`config.mk`:
```
export PLATFORM = sky130hd
export DESIGN_NAME = full_adder_bist
export DESIGN_NICKNAME = d
export VERILOG_FILES = /design/src/rtl/full_adder_bist.sv
export SDC_FILE = /design/constraint.sdc
export NUM_CORES = 1
export LEC_CHECK = 0
export ABC_AREA = 1
export CAP_MARGIN = 20
export CORE_ASPECT_RATIO = 1.1
export CORE_UTILIZATION = 52
export CTS_CLUSTER_SIZE = 20
export DETAILED_ROUTE_END_ITERATION = 12
export PLACE_DENSITY = 0.81
export SYNTH_ARGS = -nofsm -noshare
export SYNTH_HDL_FRONTEND = slang
export SYNTH_SLANG_ARGS = --single-unit
```
`constraint.sdc`:
```
create_clock -name clk -period 2.2 [get_ports clk]
set_input_delay 0.44 -clock clk [delete_from_list [all_inputs] [get_ports clk]]
set_output_delay 0.44 -clock clk [all_outputs]
set_load 0.005 [all_outputs]
```
`src/rtl/full_adder_bist.sv`:
```
// Exhaustive built-in self test for a single-bit full adder: walks all eight
// input vectors, holds each for HOLD_CYCLES clocks and tallies mismatches.
module full_adder_bist #(
    parameter int HOLD_CYCLES = 1
) (
    input  logic       clk,
    input  logic       rst_n,
    input  logic       start,
    input  logic       abort,
    output logic       dut_a,
    output logic       dut_b,
    output logic       dut_cin,
    input  logic       dut_sum,
    input  logic       dut_cout,
    output logic       busy,
    output logic       done,
    output logic       pass,
    output logic [3:0] err_count,
    output logic [2:0] first_fail_vec
);

    typedef enum logic [1:0] {IDLE, APPLY, CHECK, DONE} state_t;

    // CHECK is the last hold cycle of a vector, so with a single-cycle hold
    // every vector lives entirely in CHECK and APPLY is skipped.
    localparam logic [3:0] HOLD_LAST = 4'(HOLD_CYCLES - 1);
    localparam state_t     VEC_FIRST = (HOLD_CYCLES == 1) ? CHECK : APPLY;

    state_t     state, state_nx;
    logic [2:0] vec, vec_nx;
    logic [3:0] hold, hold_nx;
    logic [2:0] stim, stim_nx;
    logic [3:0] err_nx;
    logic [2:0] ffv_nx;
    logic       pass_nx;
    logic       exp_sum, exp_cout, mismatch;

    assign exp_sum  = ^stim;
    assign exp_cout = (stim[2] & stim[1]) | (stim[2] & stim[0]) | (stim[1] & stim[0]);
    assign mismatch = (dut_sum != exp_sum) || (dut_cout != exp_cout);

    assign {dut_a, dut_b, dut_cin} = stim;
    assign busy = (state == APPLY) || (state == CHECK);
    assign done = (state == DONE);

    always_comb begin
        state_nx = state;
        vec_nx   = vec;
        hold_nx  = hold;
        err_nx   = err_count;
        ffv_nx   = first_fail_vec;
        pass_nx  = pass;
        unique case (state)
            IDLE: begin
                if (start && !abort) begin
                    state_nx = VEC_FIRST;
                    vec_nx   = 3'd0;
                    hold_nx  = 4'd0;
                    err_nx   = 4'd0;
                    ffv_nx   = 3'd0;
                    pass_nx  = 1'b0;
                end
            end
            APPLY: begin
                if (abort) begin
                    state_nx = IDLE;
                    vec_nx   = 3'd0;
                    hold_nx  = 4'd0;
                    pass_nx  = 1'b0;
                end else begin
                    hold_nx = hold + 4'd1;
                    if (hold + 4'd1 == HOLD_LAST)
                        state_nx = CHECK;
                end
            end
            CHECK: begin
                if (abort) begin
                    state_nx = IDLE;
                    vec_nx   = 3'd0;
                    hold_nx  = 4'd0;
                    pass_nx  = 1'b0;
                end else begin
                    if (mismatch) begin
                        if (err_count == 4'd0)
                            ffv_nx = vec;
                        if (err_count != 4'd8)
                            err_nx = err_count + 4'd1;
                    end
                    hold_nx = 4'd0;
                    if (vec == 3'd7) begin
                        state_nx = DONE;
                        vec_nx   = 3'd0;
                        pass_nx  = !mismatch && (err_count == 4'd0);
                    end else begin
                        state_nx = VEC_FIRST;
                        vec_nx   = vec + 3'd1;
                    end
                end
            end
            DONE: begin
                state_nx = IDLE;
            end
        endcase
        stim_nx = (state_nx == APPLY || state_nx == CHECK) ? vec_nx : 3'd0;
    end

    always_ff @(posedge clk or negedge rst_n) begin
        if (!rst_n) begin
            state          <= IDLE;
            vec            <= 3'd0;
            hold           <= 4'd0;
            stim           <= 3'd0;
            err_count      <= 4'd0;
            first_fail_vec <= 3'd0;
            pass           <= 1'b0;
        end else begin
            state          <= state_nx;
            vec            <= vec_nx;
            hold           <= hold_nx;
            stim           <= stim_nx;
            err_count      <= err_nx;
            first_fail_vec <= ffv_nx;
            pass           <= pass_nx;
        end
    end

endmodule

```
* Word-level counts from Yosys, hierarchy flattened
Index checks and enable logic that the tools add are counted.
** Word-level totals
- Flip-flop bits (word level) :: 20
- Input port bits :: 6
- Word-level logic and storage cells :: 77
** Cells by class
- Add/subtract/negate cells :: 3
- Equality and inequality tests :: 16
- Multiplexer cells :: 29
- Bitwise gates (word level) :: 5
- Reductions and logical operators :: 17
** Operators by type and width (count)
- 3-bit 2-to-1 mux :: 9
- 4-bit 2-to-1 mux :: 5
- 4-bit one-hot mux with 3 select lines :: 1
- 5-bit AND reduction :: 2
- 3-bit one-hot mux with 3 select lines :: 1
- 4-bit by 1-bit adder with 4-bit output, second input constant :: 2
- 4-bit logical NOT :: 2
- 2-bit 2-to-1 mux :: 4
- 2-bit inequality test, second input constant :: 4
- 2-bit one-hot mux with 4 select lines :: 1
- 4-bit one-hot mux with 2 select lines :: 1
- 2-bit == test, second input constant :: 3
- 3-bit one-hot mux with 2 select lines :: 1
- 1-bit 2-to-1 mux :: 5
- 2-bit by 1-bit == test with 1-bit output, second input constant :: 2
- 2-bit by 1-bit inequality test with 1-bit output, second input constant :: 2
- 4-bit inequality test, second input constant :: 1
- 4-bit AND reduction :: 1
- 3-bit by 1-bit adder with 3-bit output, second input constant :: 1
- 1-bit AND :: 3
- 3-bit == test, second input constant :: 1
- 1-bit logical OR :: 3
- 3-bit by 2-bit inequality test with 1-bit output, second input constant :: 1
- 1-bit one-hot mux with 3 select lines :: 1
- other kinds (9) :: 13

* Depth between registers and ports, before layout
- Depth in word-level cells :: 10
- Gate-level depth with buffers :: 12
- Mapped depth without buffers :: 11

* Worst setup path before layout
No wires, ideal clock.
- Path type :: reg2reg
- Start :: register stim[2]
- End :: register first_fail_vec[0]
- Library setup time :: 0.065 ns
- Data arrival time :: 1.631 ns
- Data required time :: 2.135 ns
- Path slack :: 0.504 ns
- Stages on the path, launching flop included :: 11
- Cells stage by stage :: dfrtp_1 > fa_1 > xnor2_1 > nand2_1 > nand2_1 > nand2_1 > nand2_2 > nor2_1 > nor2_1 > nand2_1 > nand2_1
** Between the ends
- Longest elaborated chain between the ends :: 7
- Elaborated cells between the ends (all ways) :: 10
- Classes of those cells :: eq/ne (3); bitwise (4); reduce/logical (3)
** RTL lines
- from (decl) :: line 32 : logic [2:0] stim, stim_nx;
- from (signal assigned) :: line 120 : stim <= stim_nx;
- 1-bit AND :: line 39 : assign exp_cout = (stim[2] & stim[1]) | (stim[2] & stim[0]) | (stim[1] & stim[0]);
- 1-bit OR (2 in series) :: line 39
- 1-bit inequality test :: line 40 : assign mismatch = (dut_sum != exp_sum) || (dut_cout != exp_cout);
- 1-bit logical OR (*) :: line 40
- 2-bit inequality test (no source line) (*)
- 5-bit AND reduction (no source line) (*)
- to (signal assigned) :: line 122 : first_fail_vec <= ffv_nx;
- to (decl) :: line 19 : output logic [2:0] first_fail_vec
Mark *: on every way between the ends. The rest lies on a longest branch, timed or not.
A chain may end at the register's enable or synchronous reset.

* Worst setup path in the final report
- Start :: register state[0]
- End :: output port busy
** Between the ends
- Longest elaborated chain between the ends :: 2
- Elaborated cells between the ends (all ways) :: 3
- Classes of those cells :: eq/ne (2); reduce/logical (1)
** RTL lines
- from (decl) :: line 29 : state_t state, state_nx;
- from (signal assigned) :: line 117 : state <= state_nx;
- 2-bit by 1-bit == test with 1-bit output or 2-bit == test (tied branches) :: line 43 : assign busy = (state == APPLY) || (state == CHECK);
- 1-bit logical OR (*) :: line 43
- to (decl) :: line 15 : output logic busy,
Marks and branches as above.

==> impl_metrics.tcl <==
set metrics [dict create \
    outcome "finished clean" \
    cts_resized 0 \
    antenna_found_initial 0 \
    grt_usage_pct 22.12 \
    synthDistinctLibCells 23 \
    dr.pass1.iters 4 \
    layout-drive-gt1-share_pct 11.04 \
    gp_congestion 0.8883 \
    dp.cells 187 \
    rsz0062_at_grt "false" \
    max-cap-violations 0 \
    arrival_ns 1.63 \
    regArea_um2 500.5 \
    rows 17 \
    die_x_um 47.13 \
    min_path_type "input port to asynchronous set/reset pin" \
    maxSlewViolCount 0 \
    setup_viol_count_final 0 \
    yosys_warnings 0 \
    leakagePower_nw 0.7494 \
    fillers 167 \
    nets 180 \
    max_freq_mhz 482.4 \
    die_h_um 51.64 \
    post_cts_buffers 0 \
    ios 19 \
    hold_viol 0 \
    n_antenna_cell 0 \
    grt_pass1_vias 915 \
    tightest_slew_ns 0.2557 \
    cts_tree "yes" \
    setup_tns_ns 0 \
    hpwl_um 1786 \
    vdd.ir_drop.worst_uv 597.4 \
    finalCritPeriodShare_pct 94.23 \
    worstSetupPathType "flip-flop to output pin" \
    io_buffers 18 \
    clk_pin_slew_worst_paths_ns 0.12 \
    critical_path.max_fanout 4 \
    power.density_nw_per_um2 1090 \
    syn_inst 140 \
    cts.path.max_buffers 2 \
    synth_area_um2 1165 \
    critPathLaunchType "flip-flop" \
    post_drt_wl_per_cell_um 12.40 \
    cp-end-kind "output pin" \
    grt_max_degree 21 \
    cts_root_buf "clkbuf_4" \
    cts.htree.levels 1 \
    final_cells 191 \
    dieArea_um2 2434 \
    cts.sinks 20 \
    relSlewSlack_pct 82.73 \
    ys_ff_latch 20 \
    drt_iter0_drc 23 \
    cp.required_ns 1.76 \
    drtAntennaViolNets 0 \
    synth_nets 156 \
    initial_core_util_pct 56.46 \
    via_count 979 \
    drcViolationCount 0 \
    grt_overflow 0 \
    coreArea_um2 2063 \
    avgSynthCellArea_um2 8.320 \
    vias_per_cell 5.126 \
    ctsHoldBuffers 0 \
    clkLatencyLatePin_ns 0.31 \
    multi_input_area_um2 571.8 \
    area_growth_syn_to_layout_pct 23.31 \
    drt-total-wl_um 2369 \
    grt_pass1_wl_um 3774 \
    cts_made_buffers 3 \
    seq_area_frac_synth_pct 42.96 \
    period_needed_ns 2.073 \
    clock_skew_ns 0.007496 \
]
==> worst max-delay path, stage by stage (launching register included) <==
cell and delay [ns]:
dfrtp_1 0.42, inv_1 0.11, ha_1 0.30, clkdlybuf4s50_1 0.49
==> where the power goes <==
group,total (W),internal (W),switching [W]
logic,0.000733,0.000324,0.000410
clock network,0.000301,0.000184,0.000117
registers,0.000532,0.000454,0.0000783
total,0.00157,0.000962,0.000604
==> cell type report <==
| class | instances | area share (%) |
|---|---|---|
| clock buffer | 3 | 1.568 |
| clock inverter | 1 | 2.091 |
| inverter | 21 | 5.662 |
| multi-input combinational | 98 | 39.81 |
| sequential | 20 | 34.84 |
| tap | 28 | 2.439 |
| timing repair buffer | 20 | 13.59 |
==> path summary, 6_finish.rpt <==
path | startpoint | slack, ns | cells after the start | endpoint
setup / recovery | state[0] | 0.13 | 3 | busy
hold / removal | rst_n | 0.45 | 2 | vec[2]
setup reg to reg | stim[2] | 0.38 | 10 | first_fail_vec[1]
hold reg to reg | first_fail_vec[2] | 0.50 | 2 | first_fail_vec[2]
max in group asynchronous | rst_n | 1.54 | 2 | state[1]
min in group clk | first_fail_vec[2] | 0.50 | 2 | first_fail_vec[2]
==> registers in the layout, summed over array words and instances (netlist names) <==
name            cells
first_fail_vec      3
hold                4
err_count           4
vec                 3
pass                1
stim                3
state               2
==> logic make-up (layout without fill, tap and decap cells) <==
family / Yosys count / count (layout) / share of synthesized area (%)
xor+xnor: 4 / 4 / 3.008
buf+inv: 22 / 45 / 7.949
simple gates: 68 / 68 / 26.10
compound gates: 16 / 16 / 8.593
fa+ha+maj: 10 / 10 / 11.39
flops: 20 / 20 / 42.96
==> synthesized netlist by cell type <==
master,count,area [µm²]
xor2_1,2,17.52
inv_2,2,7.510
nand2_1,33,123.9
nand4_1,2,12.51
o41ai_1,1,8.760
o22ai_1,1,6.260
a21oi_1,3,15.01
a22oi_1,3,22.52
dfrtp_1,20,500.5
inv_1,18,67.56
inv_4,1,6.260
fa_1,1,20.02
and2_1,1,6.260
nor2_2,2,12.51
xnor2_1,2,17.52
o21ai_0,6,30.03
buf_6,1,11.26
nand3_1,11,55.05
nand2_2,3,18.77
nor2_1,14,52.55
nor2_4,2,22.52
a21oi_2,2,17.52
ha_1,9,112.6
==> metrics by stage <==
| step | total power (W) | utilization, % | hold WS [ns] | area (µm²) | worst slack (ns) |
|---|---|---|---|---|---|
| after floorplan | 0.001008 | - | 0.1444 | 1165 | 0.5038 |
| after global placement | 0.001240 | 67.07 | 0.4595 | 1384 | 0.3735 |
| after detailed placement | 0.001266 | 67.07 | 0.4718 | 1384 | 0.2878 |
| after CTS | 0.001571 | 69.62 | 0.4573 | 1436 | 0.1214 |
| after global routing | 0.001684 | 69.62 | 0.4925 | 1436 | 0.06275 |
| final | 0.001566 | 69.62 | 0.4497 | 1436 | 0.1270 |
==> layer usage <==
metal / GRT usage (%) / share of wire (%)
met5: 0 / 0
met4: 7.143 / 1.2
met3: 3.125 / 3.5
met2: 37.73 / 50
met1: 28.00 / 45
==> cell usage in the layout, fill, tap and decap left out <==
master	instances
nor2_4	2
inv_2	2
bufinv_16	1
o21ai_0	6
nand4_1	2
clkdlybuf4s50_1	18
buf_4	2
o41ai_1	1
fa_1	1
a21oi_2	2
a22oi_1	3
nand2_1	33
inv_1	18
clkbuf_4	3
nor2_1	14
xor2_1	2
o22ai_1	1
inv_4	1
nor2_2	2
dfrtp_1	20
nand3_1	11
xnor2_1	2
ha_1	9
a21oi_1	3
nand2_2	3
and2_1	1
Note: power is estimated with default switching activity, not from simulation.
